## config.mk

```make
export PLATFORM = sky130hd
export DESIGN_NAME = time_entry_ctrl
export DESIGN_NICKNAME = d
export VERILOG_FILES = /design/src/rtl/alarm_pkg.sv /design/src/rtl/time_entry_ctrl_bcd_digit_check.sv /design/src/rtl/time_entry_ctrl.sv
export SDC_FILE = /design/constraint.sdc
export NUM_CORES = 1
export LEC_CHECK = 0
export ABC_AREA = 1
export CORE_ASPECT_RATIO = 0.7
export CORE_MARGIN = 2
export CORE_UTILIZATION = 35
export CTS_BUF_LIST = sky130_fd_sc_hd__clkbuf_16
export CTS_CLUSTER_DIAMETER = 30
export DETAILED_ROUTE_END_ITERATION = 12
export HOLD_SLACK_MARGIN = 0.02
export PLACE_DENSITY = 0.58
export SYNTH_ARGS = -nofsm -noshare
export SYNTH_HDL_FRONTEND = slang
export SYNTH_SLANG_ARGS = --single-unit
export TNS_END_PERCENT = 50
```

## constraint.sdc

```tcl
create_clock -name clock -period 2.2 [get_ports clock]
set_clock_uncertainty 0.2 [all_clocks]
set_input_delay 0.44 -clock clock [delete_from_list [all_inputs] [get_ports clock]]
set_output_delay 0.44 -clock clock [all_outputs]
set_load 0.01 [all_outputs]
```

## src/rtl/alarm_pkg.sv

```systemverilog
// Shared key codes, state encodings and BCD digit limits for the keypad
// time-entry controller.
package alarm_pkg;

  typedef enum logic [1:0] {
    S_IDLE   = 2'd0,
    S_ENTRY  = 2'd1,
    S_COMMIT = 2'd2
  } state_t;

  typedef enum logic {
    TGT_TIME  = 1'b0,
    TGT_ALARM = 1'b1
  } target_t;

  localparam logic [3:0] KEY_SET_TIME  = 4'hA;
  localparam logic [3:0] KEY_SET_ALARM = 4'hB;
  localparam logic [3:0] KEY_CANCEL    = 4'hC;
  localparam logic [3:0] KEY_ENTER     = 4'hD;
  localparam logic [3:0] KEY_MAX_DIGIT = 4'd9;

  localparam logic [3:0]  BCD_BLANK  = 4'hF;
  localparam logic [15:0] DISP_BLANK = {4{BCD_BLANK}};

  localparam logic [3:0] LIM_H1         = 4'd2;
  localparam logic [3:0] LIM_H0         = 4'd9;
  localparam logic [3:0] LIM_H0_AT_H1_2 = 4'd3;
  localparam logic [3:0] LIM_M1         = 4'd5;
  localparam logic [3:0] LIM_M0         = 4'd9;

  localparam logic [2:0] NUM_DIGITS = 3'd4;

  function automatic logic is_digit(input logic [3:0] k);
    return k <= KEY_MAX_DIGIT;
  endfunction

endpackage

```

## src/rtl/time_entry_ctrl_bcd_digit_check.sv

```systemverilog
// Range check for one keyed BCD digit against its HH:MM position; the hour
// units limit tightens to 3 once the tens digit is 2.
module bcd_digit_check
  import alarm_pkg::*;
(
  input  logic [3:0] digit,
  input  logic [2:0] dcnt,
  input  logic [3:0] h1,
  output logic       ok
);

  always_comb begin
    ok = 1'b0;
    case (dcnt)
      3'd0:    ok = (digit <= LIM_H1);
      3'd1:    ok = (h1 == LIM_H1) ? (digit <= LIM_H0_AT_H1_2) : (digit <= LIM_H0);
      3'd2:    ok = (digit <= LIM_M1);
      3'd3:    ok = (digit <= LIM_M0);
      default: ok = 1'b0;
    endcase
  end

endmodule

```

## src/rtl/time_entry_ctrl.sv

```systemverilog
// Keypad time-entry controller: collects HH:MM digits, range-checks them and
// hands the finished value to the clock or alarm with a one-cycle load strobe.
//
// state    | meaning
// ---------+--------------------------------------------------------------
// S_IDLE   | waiting for SET_TIME / SET_ALARM; other keys ignored
// S_ENTRY  | collecting digits; C/timeout abort, D commits when 4 digits
// S_COMMIT | one cycle: publish new_time and pulse the target's strobe
module time_entry_ctrl
  import alarm_pkg::*;
#(
  parameter int unsigned TIMEOUT_SEC = 10
) (
  input  logic        clock,
  input  logic        reset,
  input  logic        one_sec,
  input  logic        key_valid,
  input  logic [3:0]  key_code,
  output logic [15:0] new_time,
  output logic        load_time,
  output logic        load_alarm,
  output logic        entry_active,
  output logic [15:0] entry_disp,
  output logic        key_error
);

  localparam logic [7:0] TMO_LIMIT = 8'(TIMEOUT_SEC);

  state_t      state_q, state_nx;
  target_t     target_q, target_nx;
  logic [2:0]  dcnt_q, dcnt_nx;
  logic [7:0]  tmo_q, tmo_nx;
  logic [15:0] disp_q, disp_nx, disp_wr;
  logic [15:0] new_time_q, new_time_nx;
  logic        load_time_q, load_time_nx;
  logic        load_alarm_q, load_alarm_nx;
  logic        key_error_q, key_error_nx;
  logic        digit_ok;

  bcd_digit_check u_digit_check (
    .digit (key_code),
    .dcnt  (dcnt_q),
    .h1    (disp_q[15:12]),
    .ok    (digit_ok)
  );

  always_ff @(posedge clock) begin
    if (reset) begin
      state_q      <= S_IDLE;
      target_q     <= TGT_TIME;
      dcnt_q       <= 3'd0;
      tmo_q        <= 8'd0;
      disp_q       <= DISP_BLANK;
      new_time_q   <= 16'h0000;
      load_time_q  <= 1'b0;
      load_alarm_q <= 1'b0;
      key_error_q  <= 1'b0;
    end else begin
      state_q      <= state_nx;
      target_q     <= target_nx;
      dcnt_q       <= dcnt_nx;
      tmo_q        <= tmo_nx;
      disp_q       <= disp_nx;
      new_time_q   <= new_time_nx;
      load_time_q  <= load_time_nx;
      load_alarm_q <= load_alarm_nx;
      key_error_q  <= key_error_nx;
    end
  end

  // Buffer with the current key dropped into the next free nibble, MSB first.
  always_comb begin
    disp_wr = disp_q;
    case (dcnt_q)
      3'd0:    disp_wr[15:12] = key_code;
      3'd1:    disp_wr[11:8]  = key_code;
      3'd2:    disp_wr[7:4]   = key_code;
      3'd3:    disp_wr[3:0]   = key_code;
      default: disp_wr = disp_q;
    endcase
  end

  always_comb begin
    state_nx      = state_q;
    target_nx     = target_q;
    dcnt_nx       = dcnt_q;
    tmo_nx        = tmo_q;
    disp_nx       = disp_q;
    new_time_nx   = new_time_q;
    load_time_nx  = 1'b0;
    load_alarm_nx = 1'b0;
    key_error_nx  = 1'b0;

    case (state_q)
      S_IDLE: begin
        if (key_valid && (key_code == KEY_SET_TIME || key_code == KEY_SET_ALARM)) begin
          state_nx  = S_ENTRY;
          target_nx = (key_code == KEY_SET_ALARM) ? TGT_ALARM : TGT_TIME;
          dcnt_nx   = 3'd0;
          tmo_nx    = 8'd0;
          disp_nx   = DISP_BLANK;
        end
      end

      S_ENTRY: begin
        if (key_valid) begin
          // Any key press restarts the inactivity timer, even when a tick coincides.
          tmo_nx = 8'd0;
          if (is_digit(key_code)) begin
            if (digit_ok && dcnt_q < NUM_DIGITS) begin
              disp_nx = disp_wr;
              dcnt_nx = dcnt_q + 3'd1;
            end else begin
              key_error_nx = 1'b1;
            end
          end else begin
            case (key_code)
              KEY_SET_TIME, KEY_SET_ALARM: begin
                target_nx = (key_code == KEY_SET_ALARM) ? TGT_ALARM : TGT_TIME;
                dcnt_nx   = 3'd0;
                disp_nx   = DISP_BLANK;
              end
              KEY_CANCEL: begin
                state_nx = S_IDLE;
                dcnt_nx  = 3'd0;
                disp_nx  = DISP_BLANK;
              end
              KEY_ENTER: begin
                if (dcnt_q == NUM_DIGITS) state_nx = S_COMMIT;
                else                      key_error_nx = 1'b1;
              end
              default: ;
            endcase
          end
        end else if (tmo_q == TMO_LIMIT) begin
          state_nx = S_IDLE;
          dcnt_nx  = 3'd0;
          tmo_nx   = 8'd0;
          disp_nx  = DISP_BLANK;
        end else if (one_sec) begin
          tmo_nx = tmo_q + 8'd1;
        end
      end

      S_COMMIT: begin
        new_time_nx = disp_q;
        if (target_q == TGT_ALARM) load_alarm_nx = 1'b1;
        else                       load_time_nx  = 1'b1;
        disp_nx  = DISP_BLANK;
        dcnt_nx  = 3'd0;
        tmo_nx   = 8'd0;
        state_nx = S_IDLE;
      end

      default: state_nx = S_IDLE;
    endcase
  end

  assign new_time     = new_time_q;
  assign load_time    = load_time_q;
  assign load_alarm   = load_alarm_q;
  assign entry_active = (state_q == S_ENTRY);
  assign entry_disp   = disp_q;
  assign key_error    = key_error_q;

endmodule
```

### Yosys cells after proc, flatten, opt, wreduce, memory -nomap -nowiden

Cells that the tools add are included.

* flip-flop bits (word level): 49
* input bits: 8
* output and inout bits: 36
* logic and storage cells: 112

* add/sub/neg operators: 2
* $lt $le $gt $ge: 5
* eq/ne operators: 27
* muxes and demuxes: 44
* bitwise logic cells: 3
* reductions and logical operators: 19

Operators by type and width (count)
* $mux 16: 6
* $pmux 16 s3: 1
* $mux 8: 4
* $ne 4x3->1 const B: 7
* $pmux 8 s3: 1
* $reduce_and 6->1: 4
* $mux 3: 6
* $eq 4x4->1 const B: 4
* $mux 4: 4
* $reduce_and 5->1: 3
* $mux 1: 12
* $mux 2: 5
* $pmux 3 s3: 1
* $add 8x1->8 const B: 1
* $eq 8x4->1 const B: 1
* $le 4x2->1 const B: 2
* $pmux 2 s2: 2
* $eq 3x2->1 const B: 2
* $ne 2x2->1 const B: 3
* $reduce_or 3->1: 2
* $eq 4x2->1 const B: 1
* $le 4x3->1 const B: 1
* $le 4x4->1 const B: 1
* $ne 4x2->1 const B: 1
* 21 further kinds: 25

### Logic depth before layout (Yosys ltp)

* word-level depth: 8
* gate-level depth with buffers: 15
* depth with buffers taken out: 14

### Hierarchy

A second synthesis with hierarchy kept.

* cell total of the unflattened synthesis: 357
* area, all modules: 2381.0 µm²

By module, submodules not included
* time_entry_ctrl: times used 1, cells an instance 332, area an instance 2267.2 µm², seq. area each 980.9 µm²
* bcd_digit_check: times used 1, cells an instance 25, area an instance 113.9 µm², seq. area each 0.0 µm²

### Worst setup path after synthesis

OpenSTA, ideal clock, no wires.

* kind: reg2reg
* start: register dcnt_q[0]
* end: register dcnt_q[2]
* library setup time: 0.110 ns
* arrival time: 1.426 ns
* data required time: 1.890 ns
* slack: 0.464 ns
* cell stages (with the launch flop): 16
* path buffers: 1
* period minus slack after synthesis: 1.736 ns
* cell sequence: dfxtp_1 inv_1 ha_1 inv_1 o21ai_0 nand3_1 nand2_1 nand2_1 nand2_1 nand2_1 nand2_1 buf_4 nand2_4 nand2_1 inv_1 nor2_1

* cells in the longest elaborated chain, start to end: 5
* elaborated cells on any way between the ends: 14
* those cells by class: add/sub (1); order compare (1); eq/ne (4); mux (5); reduce/logical (3)

RTL lines
* start, declared: RTL line time_entry_ctrl.sv:31 `logic [2:0] dcnt_q, dcnt_nx;`
* start signal, assigned: RTL line time_entry_ctrl.sv:61 `dcnt_q <= dcnt_nx;`
* $add 3x1->3 (tied with other cells): RTL line time_entry_ctrl.sv:112 `dcnt_nx = dcnt_q + 3'd1;`
* $mux 3 or $pmux 1 s4 (tied branches): RTL line time_entry_ctrl.sv:110, time_entry_ctrl_bcd_digit_check.sv:14
* $mux 3 or $logic_and 1x1->1 (tied branches): RTL line time_entry_ctrl.sv:109, time_entry_ctrl.sv:110
* $mux 3 or $ne 4x3->1 (tied branches)
* $pmux 3 s3 or $reduce_and 5->1 (tied branches)

Several ways; a longest one is shown, not always the timed one. The select of a mux whose other input is x is not followed.
A chain may end at the register's enable or synchronous reset.

### Worst setup path after layout

* start: register state_q[0]
* end: output port entry_active

* cells in the longest elaborated chain, start to end: 1

RTL lines
* start, declared: RTL line time_entry_ctrl.sv:29 `state_t state_q, state_nx;`
* start signal, assigned: RTL line time_entry_ctrl.sv:59 `state_q <= state_nx;`
* $eq 2x1->1: RTL line time_entry_ctrl.sv:162 `assign entry_active = (state_q == S_ENTRY);`
* end, declared: RTL line time_entry_ctrl.sv:22 `output logic entry_active,`

Every way passes these cells.

==> results.yml <==
status:
  status: "completed"
hold_path:
  min_delay_worst_endpoint: "load_time"
  hold_depth: 1
  hp-start: "target_q"
  hp-class: "flip-flop to flip-flop"
power_and_ir_drop:
  p_per_area_mw_per_mm2: 604.4
  p_total_mw: 1.959
  p_leak_nw: 1.404
  vdd_drop_max_v: 0.0003835
routing:
  drt_iter0_drc: 163
  routedWlPerCell_microns: 12.24
  vias: 2283
  met2_wirelength_mm: 2.454
  topRoutingLayerUsed: "met4"
  antenna_left: 0
  wl_mm: 5.936
  met1Wirelength_mm: 3.125
  wl_met3_microns: 320
  viasPerCell: 4.707
  drc: 0
  firstDrtPassIters: 4
synthesis:
  synth_top_area_share_pct: 41.72
  yosysSeqAreaShare_pct: 41.72
  yosysUniqueCellTypes: 31
  synth_compound_area_share_pct: 9.952
  synth.area.mux_share_pct: 0
  synth_top_family_by_area: "simple AND/OR/NAND/NOR gates"
  synthTopCellsByArea: "dfxtp_1 (42%), nand2_1 (9.1%), nor2_1 (8.5%), nand4_1 (5.9%), nand3_1 (5.5%)"
  ys_seq_elements: 49
  syn_inst: 321
  yosys.area.top_type: "dfxtp_1"
  ys_warn_count: 0
  synth_nets: 336
  synthSimpleGateAreaFrac_pct: 35.50
  mappedNetlistArea_sq_mm: 0.002351
  syn_avg_cell_area_sq_um: 7.324
  synthAdderAreaFrac_pct: 3.725
  synth_xor_area_share_pct: 1.490
worst_setup_path:
  worst-r2r-setup-slack_ns: 0.19
  worstReg2RegStart: "tmo_q[0]"
  cp.required_ns: 1.56
  r2r_end: "entry_disp[2]"
  arrival_ns: 1.47
  critPathMaxFanout: 5
  worst_setup_path_start_kind: "flip-flop"
  r2r_cells: 9
  path_class: "flip-flop to output pin"
  cp-end-kind: "output pin"
cts:
  cts_tree: "built"
  ctsRootBufferMaster: "clkbuf_16"
  cts.sinks: 49
  cts_buffers: 5
  clk_latency_ns: 0.29
  htreeDepth: 2
  postCtsHoldBufs: 0
  cts_buffer_depth: 2
  path_clk_slew_ns: 0.07
place:
  pre_cts_ws_ns: -0.2511
  post-dp-hpwl_mm: 4.410
  place_congestion: 0.8377
  portBuffers: 43
floorplanning:
  die_h_microns: 72.57
  rows: 24
  dieWidth_microns: 102.0
  start_util_pct: 36.93
  die_area_sq_mm: 0.007399
  ios: 44
  core_sq_mm: 0.006366
global_routing:
  grt_pass1_vias: 1996
  antenna_found_initial: 0
  grt_pass1_wl_mm: 9.901
  grt.total_usage_pct: 16.99
  grt_overflow: 0
  grt_max_degree: 38
timing:
  finalSetupViolations: 0
  fmax_mhz: 473.9
  post-route-period-util_pct: 95.91
  tightest_slew_ns: 0.4958
  finalWorstSetupSlack_ns: 0.08990
  fin_setup_tns_ns: 0
  max_slew_margin_pct: 66.74
  hold_viol_final: 0
  period_needed_ns: 2.110
  hold_slack_ns: 0.2216
  drv_slew: 0
final_layout:
  layout-drive-gt1-share_pct: 16.50
  fin_nets: 408
  antenna_cells: 0
  mostFrequentLayoutCell: "nand2_1"
  mostFrequentLayoutCells: "nand2_1 (57), nor2_1 (53), dfxtp_1 (49)"
  syn2layout_area_growth_pct: 37.84
run:
  maxCapViolations: 0
[sequential cells by signal, summed over array words and instances, names as in the netlist]
name and flops:
new_time 16, load_alarm 1, state_q 2, dcnt_q 3
target_q 1, tmo_q 8, load_time 1, key_error 1
entry_disp 16
[worst max path at each step]
stage	start	to	slack [ns]	cells past startpoint
2_1_floorplan	dcnt_q[0]	dcnt_q[2]	0.46	15
3_3_place_gp	key_code[1]	entry_disp[8]	-0.14	8
3_5_place_dp	key_code[1]	entry_disp[2]	-0.25	8
4_1_cts	key_code[1]	entry_disp[2]	0.03	8
5_1_grt	key_code[2]	entry_disp[2]	-0.001	9
6_report	state_q[0]	entry_active	0.09	3
[critical path: stages, from the launching register on]
cell and delay (ns):
dfxtp_1 0.39, nand2_2 0.13, inv_1 0.12, clkdlybuf4s50_1 0.54
[stage by stage]
step                instance area [sq um]  instances  utilization (%)
floorplan                            2351        321                -
global placement                     3043        470            47.80
detailed placement                   3043        470            47.80
CTS                                  3186        478            50.04
global route                         3241        485            50.90
finish                               3241        485            50.90
[kinds of logic after synthesis]
family,after synthesis
AOI/OAI and AO/OA,41
xor gates and xnor gates,4
adders and majority gates,7
buffers and inverters,42
DFF,49
and+or+nand+nor,178
[synth_stat cells (all sizes together)]
cell    instances
a211oi          1
a21oi          11
buf             6
clkbuf          5
clkinv          1
dfxtp          49
ha              7
inv            30
nand2          63
nand3          27
nand4          22
nor2           57
nor3            7
o21ai          29
or2             2
xnor2           1
xor2            3
[per-layer routing]
| layer | global-route usage [%] | vias up |
|---|---|---|
| met5 | 0 | - |
| met4 | 3.111 | 0 |
| met3 | 3.736 | 4 |
| met2 | 24.71 | 56 |
| met1 | 25.92 | 1019 |
| li1 | - | 1204 |
[report_power, final]
part | leakage, nW | switching (mW) | internal (mW)
Sequential | 0.398 | 0.0240 | 0.915
Combinational | 0.931 | 0.142 | 0.130
Clock | 0.0754 | 0.329 | 0.420
[area by class of cell]
class | count | area [sq um]
Clock inverter | 3 | 17.52
Fill cell | 642 | 3126
Timing Repair Buffer | 76 | 693.2
Multi-Input combinational cell | 230 | 1191
Sequential cell | 49 | 980.9
Clock buffer | 5 | 125.1
Inverter | 31 | 118.9
Tap cell | 91 | 113.9
[timing repair]
| action | 4_1_cts | 5_1_grt |
|---|---|---|
| buffers inserted | 0 | 7 |
| endpoints found under the setup margin | 0 | 19 |
| resized for setup | 0 | 1 |
Power figures use the tool's default switching activity.
==> RTL edit: new RTL, same flow settings <==
The 3 states of `state_t` get a one-hot encoding in 3 bits.
--- a/src/rtl/alarm_pkg.sv
+++ b/src/rtl/alarm_pkg.sv
@@ -2,10 +2,10 @@
 // time-entry controller.
 package alarm_pkg;
 
-  typedef enum logic [1:0] {
-    S_IDLE   = 2'd0,
-    S_ENTRY  = 2'd1,
-    S_COMMIT = 2'd2
+  typedef enum logic [2:0] {
+    S_IDLE   = 3'b001,
+    S_ENTRY  = 3'b010,
+    S_COMMIT = 3'b100
   } state_t;
 
   typedef enum logic {
Function: no difference found for any inputs over 4 cycles, from zero or initial values and one cycle with reset high; so few cycles prove little.
==> RTL edit against the original RTL <==
- synthesized area up 2.4%
- wire length up 7.0%
- non-clock buffer count down 2
- setup slack better by 0.020 ns
- global-route usage up 1.1 points
- synthesized cell count up 1.6%
- final area up 3.1%
- sequential cell count up 1
- register-to-register slack worse by 0.05 ns
- largest cell class unchanged
Power is not compared: it rests on default switching activity, and its combinational part moved more than twofold at a synthesized area within 25%.
==> RTL edit: results (changes against the original RTL) <==
Parameter                              Value

Placed design
  Detailed-placement wirelength estimate    4600 µm (was 4410 µm)
  Final GP Congestion    0.850 (was 0.838)
  Minimum setup slack after placement    -0.281 ns (was -0.251 ns)
  Placed cell count    477 (was 470)
  Placed cell area    3120 µm² (was 3040 µm²)

Worst setup path
  R2R Setup Slk    0.14 ns (was 0.19 ns)
  Max FO, Critical Path    2 (was 5)
  Crit path arrival time    1.45 ns (was 1.47 ns)

Global route
  Met1 capacity usage during global routing    27.4% (was 25.9%)
  Global Route met3 Usage    3.62% (was 3.74%)
  Overall fraction of global-route tracks in use    18.1% (was 17.0%)
  Met2 track demand over resource    26.2% (was 24.7%)
  Vias in the first global route    2281 (was 1996)

Drt
  Routed via count divided by cell count    4.80 (was 4.71)
  Drt first-iter violations    106 (was 163)

STA
  Hold WS    0.254 ns (was 0.222 ns)

Yosys
  Synth Net Count    341 (was 336)
  Cell types with the largest area share after synthesis    sky130_fd_sc_hd__dfxtp_1 (42%), sky130_fd_sc_hd__nand2_1 (9.5%), sky130_fd_sc_hd__nor2_1 (7.6%) (was sky130_fd_sc_hd__dfxtp_1 (42%), sky130_fd_sc_hd__nand2_1 (9.1%), sky130_fd_sc_hd__nor2_1 (8.5%))
  Synth Instances    326 (was 321)
  Portion of the post-synthesis area used by sequential elements    41.6% (was 41.7%)
  Most common library cells after synthesis    sky130_fd_sc_hd__nand2_1 (61), sky130_fd_sc_hd__dfxtp_1 (50), sky130_fd_sc_hd__nor2_1 (49) (was sky130_fd_sc_hd__nand2_1 (57), sky130_fd_sc_hd__nor2_1 (53), sky130_fd_sc_hd__dfxtp_1 (49))

Cells and area
  Net count, final    410 (was 408)
  Filler-free cell count of the finished design    489 (was 485)
  # fillers    645 (was 642)
  Layout Utilization    49.9% (was 50.9%)

Power
  Total power consumption of the routed design    0.00396 W

Run status
  Run status    finished clean (unchanged)
==> RTL edit: changes by cell type in the layout (fill, tap and decap cells not counted), moves of 3 or more <==
cell and delta:
sky130_fd_sc_hd__nor2_4 +3, sky130_fd_sc_hd__o21ai_2 -4, sky130_fd_sc_hd__nor3_1 +4, sky130_fd_sc_hd__inv_2 -5, sky130_fd_sc_hd__xor2_1 -3, sky130_fd_sc_hd__nor2_1 -6
sky130_fd_sc_hd__buf_4 -4, sky130_fd_sc_hd__nand4_1 -3, sky130_fd_sc_hd__a21oi_1 +4, sky130_fd_sc_hd__nand2_1 +4
==> RTL edit: path summary, 6_finish.rpt <==
| check | start | end | depth (start not counted) |
|---|---|---|---|
| min reg2reg | target_q$_SDFFE_PP0P_ | load_time$_SDFF_PP0_ | 1 |
| max reg2reg | state_q[1]$_SDFFE_PP0P_ | entry_disp[12]$_SDFFE_PP1P_ | 11 |
| max | state_q[1]$_SDFFE_PP0P_ | entry_active | 3 |
| min | target_q$_SDFFE_PP0P_ | load_time$_SDFF_PP0_ | 1 |
==> RTL edit: metal layers <==
metal / up-vias / routed length (µm)
met5: - / 0
met4: 0 / 73
met3: 10 / 280
met2: 50 / 2580
met1: 1055 / 3410
li1: 1231 / -
==> RTL edit: cells by family (layout without fill, tap and decap cells) <==
family / Yosys count / after routing / share of synthesized area (%)
flip-flops: 50 / 50 / 41.6
AND/OR/NAND/NOR: 186 / 186 / 38.0
AO/OA/AOI/OAI: 41 / 41 / 8.99
XOR/XNOR: 3 / 3 / 1.09
buffers and inverters: 39 / 108 / 6.65
adder cells (fa/ha/maj): 7 / 7 / 3.64
==> RTL edit: layout make-up <==
| class | count | area share (%) |
|---|---|---|
| clock buffer | 5 | 3.75 |
| clock inverter | 2 | 0.449 |
| multi-input combinational | 237 | 38.2 |
| inverter | 27 | 3.18 |
| tap | 94 | 3.52 |
| timing repair buffer | 74 | 20.9 |
| sequential | 50 | 30.0 |
==> RTL edit: worst register-to-register path, stage by stage, from the launching register on <==
cell	delay, ns
sky130_fd_sc_hd__dfxtp_1	0.34
sky130_fd_sc_hd__inv_1	0.08
sky130_fd_sc_hd__nor3_4	0.19
sky130_fd_sc_hd__buf_4	0.18
sky130_fd_sc_hd__inv_4	0.06
sky130_fd_sc_hd__nand2_2	0.10
sky130_fd_sc_hd__nor2_4	0.07
sky130_fd_sc_hd__nor2_4	0.15
sky130_fd_sc_hd__buf_12	0.15
sky130_fd_sc_hd__nand4_1	0.20
sky130_fd_sc_hd__nand2_1	0.14
sky130_fd_sc_hd__nand3_1	0.09
==> RTL edit: timing repair <==
item	4_1_cts	5_1_grt
hold endpoints to repair	0	0
pin swaps	1	2
resized for setup	0	12
buffers inserted	1	4
setup endpoints to repair	1	27
